$ cat config.mk
export PLATFORM = sky130hd
export DESIGN_NAME = uart_tx_arbiter
export DESIGN_NICKNAME = d
export VERILOG_FILES = /design/src/rtl/uart_arb_pkg.sv /design/src/rtl/uart_rr_picker.sv /design/src/rtl/uart_tx_arbiter.sv
export SDC_FILE = /design/constraint.sdc
export NUM_CORES = 1
export LEC_CHECK = 0
export BUFFER_PORTS_ARGS = -buffer_cell sky130_fd_sc_hd__clkbuf_2
export CAP_MARGIN = 20
export CORE_ASPECT_RATIO = 0.75
export CORE_MARGIN = 4
export CORE_UTILIZATION = 31
export CTS_BUF_LIST = sky130_fd_sc_hd__clkbuf_8
export CTS_CLUSTER_DIAMETER = 30
export CTS_CLUSTER_SIZE = 25
export DETAILED_ROUTE_END_ITERATION = 6
export PLACE_DENSITY_LB_ADDON = 0.12
export SLEW_MARGIN = 20
export SYNTH_ARGS = -nofsm -noshare
export SYNTH_HDL_FRONTEND = slang
export SYNTH_SLANG_ARGS = --single-unit
$ cat constraint.sdc
create_clock -name i_clk -period 3.25 [get_ports i_clk]
set_input_delay 0.975 -clock i_clk [delete_from_list [all_inputs] [get_ports i_clk]]
set_output_delay 0.975 -clock i_clk [all_outputs]
set_load 0.01 [all_outputs]
$ cat src/rtl/uart_arb_pkg.sv
// Shared types and helpers for the uart TX frame arbiter.
package uart_arb_pkg;

    typedef enum logic [1:0] {
        IDLE = 2'd0,
        HDR  = 2'd1,
        DATA = 2'd2
    } arb_state_t;

    function automatic int id_width(input int n);
        return (n > 1) ? $clog2(n) : 1;
    endfunction

    // Header is the base pattern with the client id OR'd into its zero low bits.
    function automatic logic [31:0] hdr_word(input logic [31:0] base, input logic [31:0] id);
        return base | id;
    endfunction

endpackage

$ cat src/rtl/uart_rr_picker.sv
// Combinational round-robin search: first set request at or above ptr_i, wrapping to 0.
module uart_rr_picker #(
    parameter int N  = 4,
    parameter int IW = 2
) (
    input  logic [N-1:0]  req_i,
    input  logic [IW-1:0] ptr_i,
    output logic [N-1:0]  onehot_o,
    output logic [IW-1:0] id_o,
    output logic          any_o
);

    always_comb begin
        onehot_o = '0;
        id_o     = '0;
        any_o    = 1'b0;
        // Scan farthest offset first so the nearest request overwrites and wins.
        for (int off = N - 1; off >= 0; off--) begin
            if (req_i[(int'(ptr_i) + off) % N]) begin
                onehot_o = '0;
                onehot_o[(int'(ptr_i) + off) % N] = 1'b1;
                id_o  = IW'((int'(ptr_i) + off) % N);
                any_o = 1'b1;
            end
        end
    end

endmodule

$ cat src/rtl/uart_tx_arbiter.sv
// Frame-level round-robin arbiter feeding one uart TX FIFO write port from several byte-stream clients,
// optionally prefixing each frame with a client-id header byte.
module uart_tx_arbiter
    import uart_arb_pkg::*;
#(
    parameter int                    NumClients   = 4,
    parameter int                    DataLength   = 8,
    parameter int                    AddHeader    = 1,
    parameter logic [DataLength-1:0] HeaderBase   = DataLength'(8'hA0),
    parameter int                    StallTimeout = 1024,
    localparam int                   IdWidth      = id_width(NumClients)
) (
    input  logic                             i_clk,
    input  logic                             i_rst,
    input  logic [NumClients-1:0]            i_cl_valid,
    input  logic [NumClients*DataLength-1:0] i_cl_data,
    input  logic [NumClients-1:0]            i_cl_last,
    output logic [NumClients-1:0]            o_cl_ready,
    output logic                             o_tx_req,
    output logic [DataLength-1:0]            o_tx_data,
    input  logic                             i_tx_rdy,
    output logic                             o_busy,
    output logic [IdWidth-1:0]               o_gnt_id,
    output logic                             o_abort
);

    localparam int                 CntW   = $clog2(StallTimeout);
    localparam logic [IdWidth-1:0] LastId = IdWidth'(NumClients - 1);
    localparam logic [CntW-1:0]    CntMax = CntW'(StallTimeout - 1);

    arb_state_t            state_q, state_d;
    logic [IdWidth-1:0]    gnt_q, gnt_d;
    logic [IdWidth-1:0]    ptr_q, ptr_d;
    logic [NumClients-1:0] gnt_oh_q, gnt_oh_d;
    logic [CntW-1:0]       cnt_q, cnt_d;
    logic                  abort_q, abort_d;

    logic [NumClients-1:0] pick_oh;
    logic [IdWidth-1:0]    pick_id;
    logic                  pick_any;

    uart_rr_picker #(
        .N  (NumClients),
        .IW (IdWidth)
    ) u_picker (
        .req_i    (i_cl_valid),
        .ptr_i    (ptr_q),
        .onehot_o (pick_oh),
        .id_o     (pick_id),
        .any_o    (pick_any)
    );

    logic                  g_valid, g_last;
    logic [DataLength-1:0] g_data, hdr_byte;
    logic [IdWidth-1:0]    gnt_inc;

    assign g_valid  = i_cl_valid[gnt_q];
    assign g_last   = i_cl_last[gnt_q];
    assign g_data   = i_cl_data[int'(gnt_q) * DataLength +: DataLength];
    assign hdr_byte = DataLength'(hdr_word(32'(HeaderBase), 32'(gnt_q)));
    assign gnt_inc  = (gnt_q == LastId) ? '0 : gnt_q + 1'b1;

    always_comb begin
        state_d    = state_q;
        gnt_d      = gnt_q;
        gnt_oh_d   = gnt_oh_q;
        ptr_d      = ptr_q;
        cnt_d      = '0;
        abort_d    = 1'b0;
        o_tx_req   = 1'b0;
        o_tx_data  = '0;
        o_cl_ready = '0;
        unique case (state_q)
            IDLE: begin
                gnt_d    = '0;
                gnt_oh_d = '0;
                if (pick_any) begin
                    gnt_d    = pick_id;
                    gnt_oh_d = pick_oh;
                    state_d  = (AddHeader != 0) ? HDR : DATA;
                end
            end
            HDR: begin
                o_tx_req  = 1'b1;
                o_tx_data = hdr_byte;
                if (i_tx_rdy) state_d = DATA;
            end
            DATA: begin
                o_tx_req   = g_valid;
                o_tx_data  = g_data;
                o_cl_ready = gnt_oh_q & {NumClients{i_tx_rdy}};
                // Only a silent client counts toward the stall; uart backpressure never does.
                if (g_valid) begin
                    if (i_tx_rdy && g_last) begin
                        state_d  = IDLE;
                        ptr_d    = gnt_inc;
                        gnt_d    = '0;
                        gnt_oh_d = '0;
                    end
                end else if (cnt_q == CntMax) begin
                    state_d  = IDLE;
                    ptr_d    = gnt_inc;
                    gnt_d    = '0;
                    gnt_oh_d = '0;
                    abort_d  = 1'b1;
                end else begin
                    cnt_d = cnt_q + 1'b1;
                end
            end
            default: state_d = IDLE;
        endcase
    end

    always_ff @(posedge i_clk) begin
        if (i_rst) begin
            state_q  <= IDLE;
            gnt_q    <= '0;
            gnt_oh_q <= '0;
            ptr_q    <= '0;
            cnt_q    <= '0;
            abort_q  <= 1'b0;
        end else begin
            state_q  <= state_d;
            gnt_q    <= gnt_d;
            gnt_oh_q <= gnt_oh_d;
            ptr_q    <= ptr_d;
            cnt_q    <= cnt_d;
            abort_q  <= abort_d;
        end
    end

    assign o_busy   = (state_q != IDLE);
    assign o_gnt_id = gnt_q;
    assign o_abort  = abort_q;

endmodule

; ---- Yosys cells after proc, flatten, opt, wreduce, memory -nomap -nowiden
; Index checks and enable logic that the tools add are counted.
[op_classes]
addsub = 5
n_mul = 0
div = 0
magnitude_cmp = 9
eq_ne = 9
shifts = 1
mux = 56
bitwise = 5
n_reduce_logical = 17
[ops]
columns = cell, count
row1 = two-way mux 4 bit, 9
row2 = indexed part select 32 x 6 -> 8 bit, 1
row3 = two-way mux 2 bit, 14
row4 = two-way mux 1 bit, 18
row5 = case mux 8 bit (2 select lines), 1
row6 = binary-select mux 1 bit (select 2 bit), 6
row7 = less-than comparator 3 x 4 -> 1 bit (second input constant), 3
row8 = adder 10 x 1 -> 10 bit (second input constant), 1
row9 = == test 10 bit (second input constant), 1
row10 = >= comparator 3 x 1 -> 1 bit (second input constant), 3
row11 = demux 1 bit (select 2 bit), 4
row12 = case mux 4 bit (2 select lines), 1
row13 = less-than comparator 2 x 3 -> 1 bit (second input constant), 2
row14 = inequality test 3 bit (second input constant), 2
row15 = case mux 2 bit (3 select lines), 1
row16 = AND reduction 3 bit, 2
row17 = nonzero test 2 bit, 3
row18 = OR reduction 2 bit, 3
row19 = logical AND 1 bit, 5
row20 = adder 2 x 1 -> 2 bit (second input constant), 2
row21 = adder 2 bit (second input constant), 2
row22 = AND 4 bit, 1
row23 = == test 2 bit (second input constant), 2
row24 = inequality test 2 bit (second input constant), 2
row25 = 11 further kinds, 13
[totals]
reg_bits = 21
latchBits = 0
ramBits = 0
rom_bits = 0
in_bits = 43
output_inout_bits = 17
elab_cells = 108
mem_count = 0

; ---- Logic depth before layout (Yosys ltp)
[depth]
ltp_word = 13
depth_mapped = 9
ltp_nobuf = 7

; ---- Hierarchy
; A second synthesis with hierarchy kept.
[hier_totals]
cells_unflattened = 199
hier_area_um2 = 1845.5
[modules_own_cells]
columns = module, instances, cells_per_inst, area_per_inst_um2, seq_area_each_um2
row1 = uart_tx_arbiter, 1, 138, 1336.3, 420.4
row2 = uart_rr_picker, 1, 61, 509.2, 0.0

; ---- Worst setup path after synthesis
; Ideal clock, no wire load.
[synth_timing]
kind = in2out
startpoint = input i_cl_valid[1]
endpoint = output o_tx_req
arrival_ns = 1.839
required_time_ns = 2.275
slack_ns = 0.436
stages = 4
n_path_buf = 1
path_cell_list = clkbuf_1 > mux4_2 > a21oi_1 > nor2b_1
[synth_between]
elab_chain_len = 3
[synth_lines]
columns = item, line
row1 = from (decl), uart_tx_arbiter.sv:15  ; input logic [NumClients-1:0] i_cl_valid,
row2 = binary-select mux 1 bit (select 2 bit), uart_tx_arbiter.sv:57  ; assign g_valid = i_cl_valid[gnt_q];
row3 = two-way mux 1 bit (implied by the code), uart_tx_arbiter.sv:57
row4 = case mux 1 bit (2 select lines), uart_tx_arbiter.sv:73  ; unique case (state_q)
row5 = to (decl), uart_tx_arbiter.sv:19  ; output logic o_tx_req,
; Every way passes these cells. The select of a mux whose other input is x is not followed.

; ---- Worst setup path in the final report
[layout_timing]
startpoint = input i_cl_valid[2]
endpoint = output o_tx_req
; Same word-level chain as after synthesis.

==> flow_summary.json <==
{
  "status": "completed",
  "grt_use_total_pct": 12.9,
  "critPathMaxFanout": 9,
  "core_um2": 5470,
  "vias": 1646,
  "arrival_ns": 2.02,
  "cts_sinks": 21,
  "routabilityCongestion": 0.750,
  "grt_pass1_vias": 1460,
  "chipWidth_um": 95.7,
  "cts_root_buf": "clkbuf_8",
  "first_pass_iters": 5,
  "die_area_um2": 7060,
  "fin_skew_ns": 0.00156,
  "clk_latency_ns": 0.25,
  "postCtsSetupBuffers": 0,
  "synthesis.instances": 201,
  "cp-end-kind": "output port",
  "slew_viol_final": 0,
  "period_share_pct": 92.2,
  "setup_viol_count_final": 0,
  "drc": 0,
  "grt_overflow": 0,
  "synth_cell_type_count": 40,
  "std_cell_rows": 23,
  "rsz0062_at_grt": "no",
  "register_area_um2": 420,
  "clockBufferDepth": 2,
  "max_freq_mhz": 334,
  "drt_iter0_drc": 83,
  "antenna_found_initial": 0,
  "ant_nets": 0,
  "final_common_cell": "clkbuf_2",
  "ir_worst_vdd_mv": 0.196,
  "final_cell_mix": "59 x clkbuf_2, 21 x dfxtp_1, 16 x nor2_1, 15 x nand2_1, 15 x ha_1",
  "synth_ff_type": "dfxtp_1",
  "period_minus_slack_ns": 3.00,
  "pin_count": 60,
  "ys_ff_latch": 21,
  "worstHoldPathType": "register to register",
  "die_h_um": 73.8,
  "multi_input_area_um2": 1280,
  "clkTransAtPathRegs_ns": 0.07,
  "tns_ns": 0,
  "power_leakage_nw": 0.984,
  "syn_nets": 259,
  "grt_max_degree": 15,
  "cts-resized-gates": 0,
  "num-fill-cells": 562,
  "nNetsFinal": 318,
  "cap_viol_max_count": 0,
  "numCtsBuffers": 3,
  "grt_pass1_wl_mm": 7.30,
  "yosys_warnings": 0,
  "wire_per_inst_um": 13.8,
  "tightest_slew_ns": 0.558,
  "syn_avg_cell_area_um2": 8.90,
  "async_flop_share_pct": 0,
  "finalWirelength_mm": 4.63,
  "critPathKind": "input pin to output port",
  "cts_tree": "done",
  "yosysSeqAreaShare_pct": 23.5,
  "vias_per_cell": 4.93,
  "synthesis.area_um2": 1790,
  "cts.htree.levels": 1,
  "required_ns": 2.27,
  "port_buffers": 59,
  "p_per_area_nw_per_um2": 432,
  "hpwl_mm": 3.76,
  "final_util_pct": 40.7,
  "finalHoldViolCount": 0,
  "n_antenna_cell": 0,
  "start_util_pct": 32.7,
  "synth_edf_count": 0,
  "slew_headroom_pct": 62.5,
  "synthToLayoutAreaGrowth_pct": 24.3,
  "cts-hold-fix-buffers": 0,
  "cp-start-kind": "input pin",
  "drive_above_1_share_pct": 30.9
}
==> cell usage after synthesis (2+ instances only) <==
cell	number	share of area [%]
xnor2_1	2	0.98
o31ai_1	6	2.5
a21oi_1	10	2.8
o211ai_1	2	0.84
nand3_1	3	0.84
nor3_1	2	0.56
ha_1	15	10
nand2_1	15	3.1
or3_1	3	1.0
clkbuf_1	9	1.9
xor2_1	5	2.4
dfxtp_1	21	23
o21ai_0	8	2.2
mux4_2	8	10
mux2i_1	14	7.8
and3_1	9	3.1
nor2b_1	8	2.8
nor2_1	16	3.4
nand2b_1	3	1.0
a21o_1	4	1.7
a31oi_1	5	1.7
inv_1	9	1.9
a22o_1	4	2.0
mux4_1	2	2.9
and2_1	3	1.0
==> final cells by class <==
| cell class | count | area share, % |
|---|---|---|
| clock inverters | 1 | 0.225 |
| well taps | 75 | 4.22 |
| clock buffers | 3 | 1.86 |
| inverters | 9 | 1.52 |
| flip-flops and latches | 21 | 18.9 |
| repair buffers | 66 | 15.6 |
| multi-input cells | 159 | 57.6 |
==> critical path, cell delays in order <==
cell and delay, ns:
clkbuf_2 0.15, mux4_2 0.54, a21oi_1 0.17, nor2b_1 0.06, clkbuf_2 0.13
==> sequential cells by signal (all words and copies together) (netlist names) <==
register	flops
cnt_q	10
state_q	2
gnt_oh_q	4
o_abort	1
o_gnt_id	2
ptr_q	2
==> layer usage <==
metal  routed length [µm]  track usage, %  vias up
met1                 2350            19.2      739
li1                     -               -      854
met2                 1830            19.1       51
met5                    0               0        -
met3                  428            3.28        2
met4                   22            1.42        0
==> power by group <==
group          switching (mW)  internal, mW
clock                  0.0821        0.0852
combinational           0.257         0.219
sequential             0.0329         0.286
==> worst paths after layout <==
path	end	slack (ns)	depth (start not counted)	startpoint
worst max register to register	gnt_oh_q[3]$_SDFFE_PP0P_	0.91	7	ptr_q[1]$_SDFFE_PP0P_
worst min-delay path	cnt_q[0]$_SDFF_PP0_	0.46	1	cnt_q[0]$_SDFF_PP0_
worst min register to register	cnt_q[0]$_SDFF_PP0_	0.46	1	cnt_q[0]$_SDFF_PP0_
worst max-delay path	o_tx_req	0.25	5	i_cl_valid[2]
==> per-stage QoR <==
stage               power (mW)  hold WS (ns)  instance area, µm²  instances  setup slack [ns]
floorplan                0.651         0.430                1790        201             0.436
global placement         0.812         0.450                2180        330             0.262
detailed placement       0.804         0.452                2180        330             0.264
CTS                      0.975         0.471                2220        334             0.260
global route              1.05         0.499                2220        334             0.105
finish                   0.962         0.464                2220        334             0.254
==> logic make-up (layout without fill, tap and decap cells) <==
kind of cell	Yosys count	after routing	synth area share (%)
and+or+nand+nor	67	67	19.0
muxes	26	26	22.3
buffers and inverters	21	79	4.89
DFF	21	21	23.5
AOI/OAI and AO/OA	44	44	16.4
xor gates and xnor gates	7	7	3.43
adders and majority gates	15	15	10.5
Power figures use the tool's default switching activity.
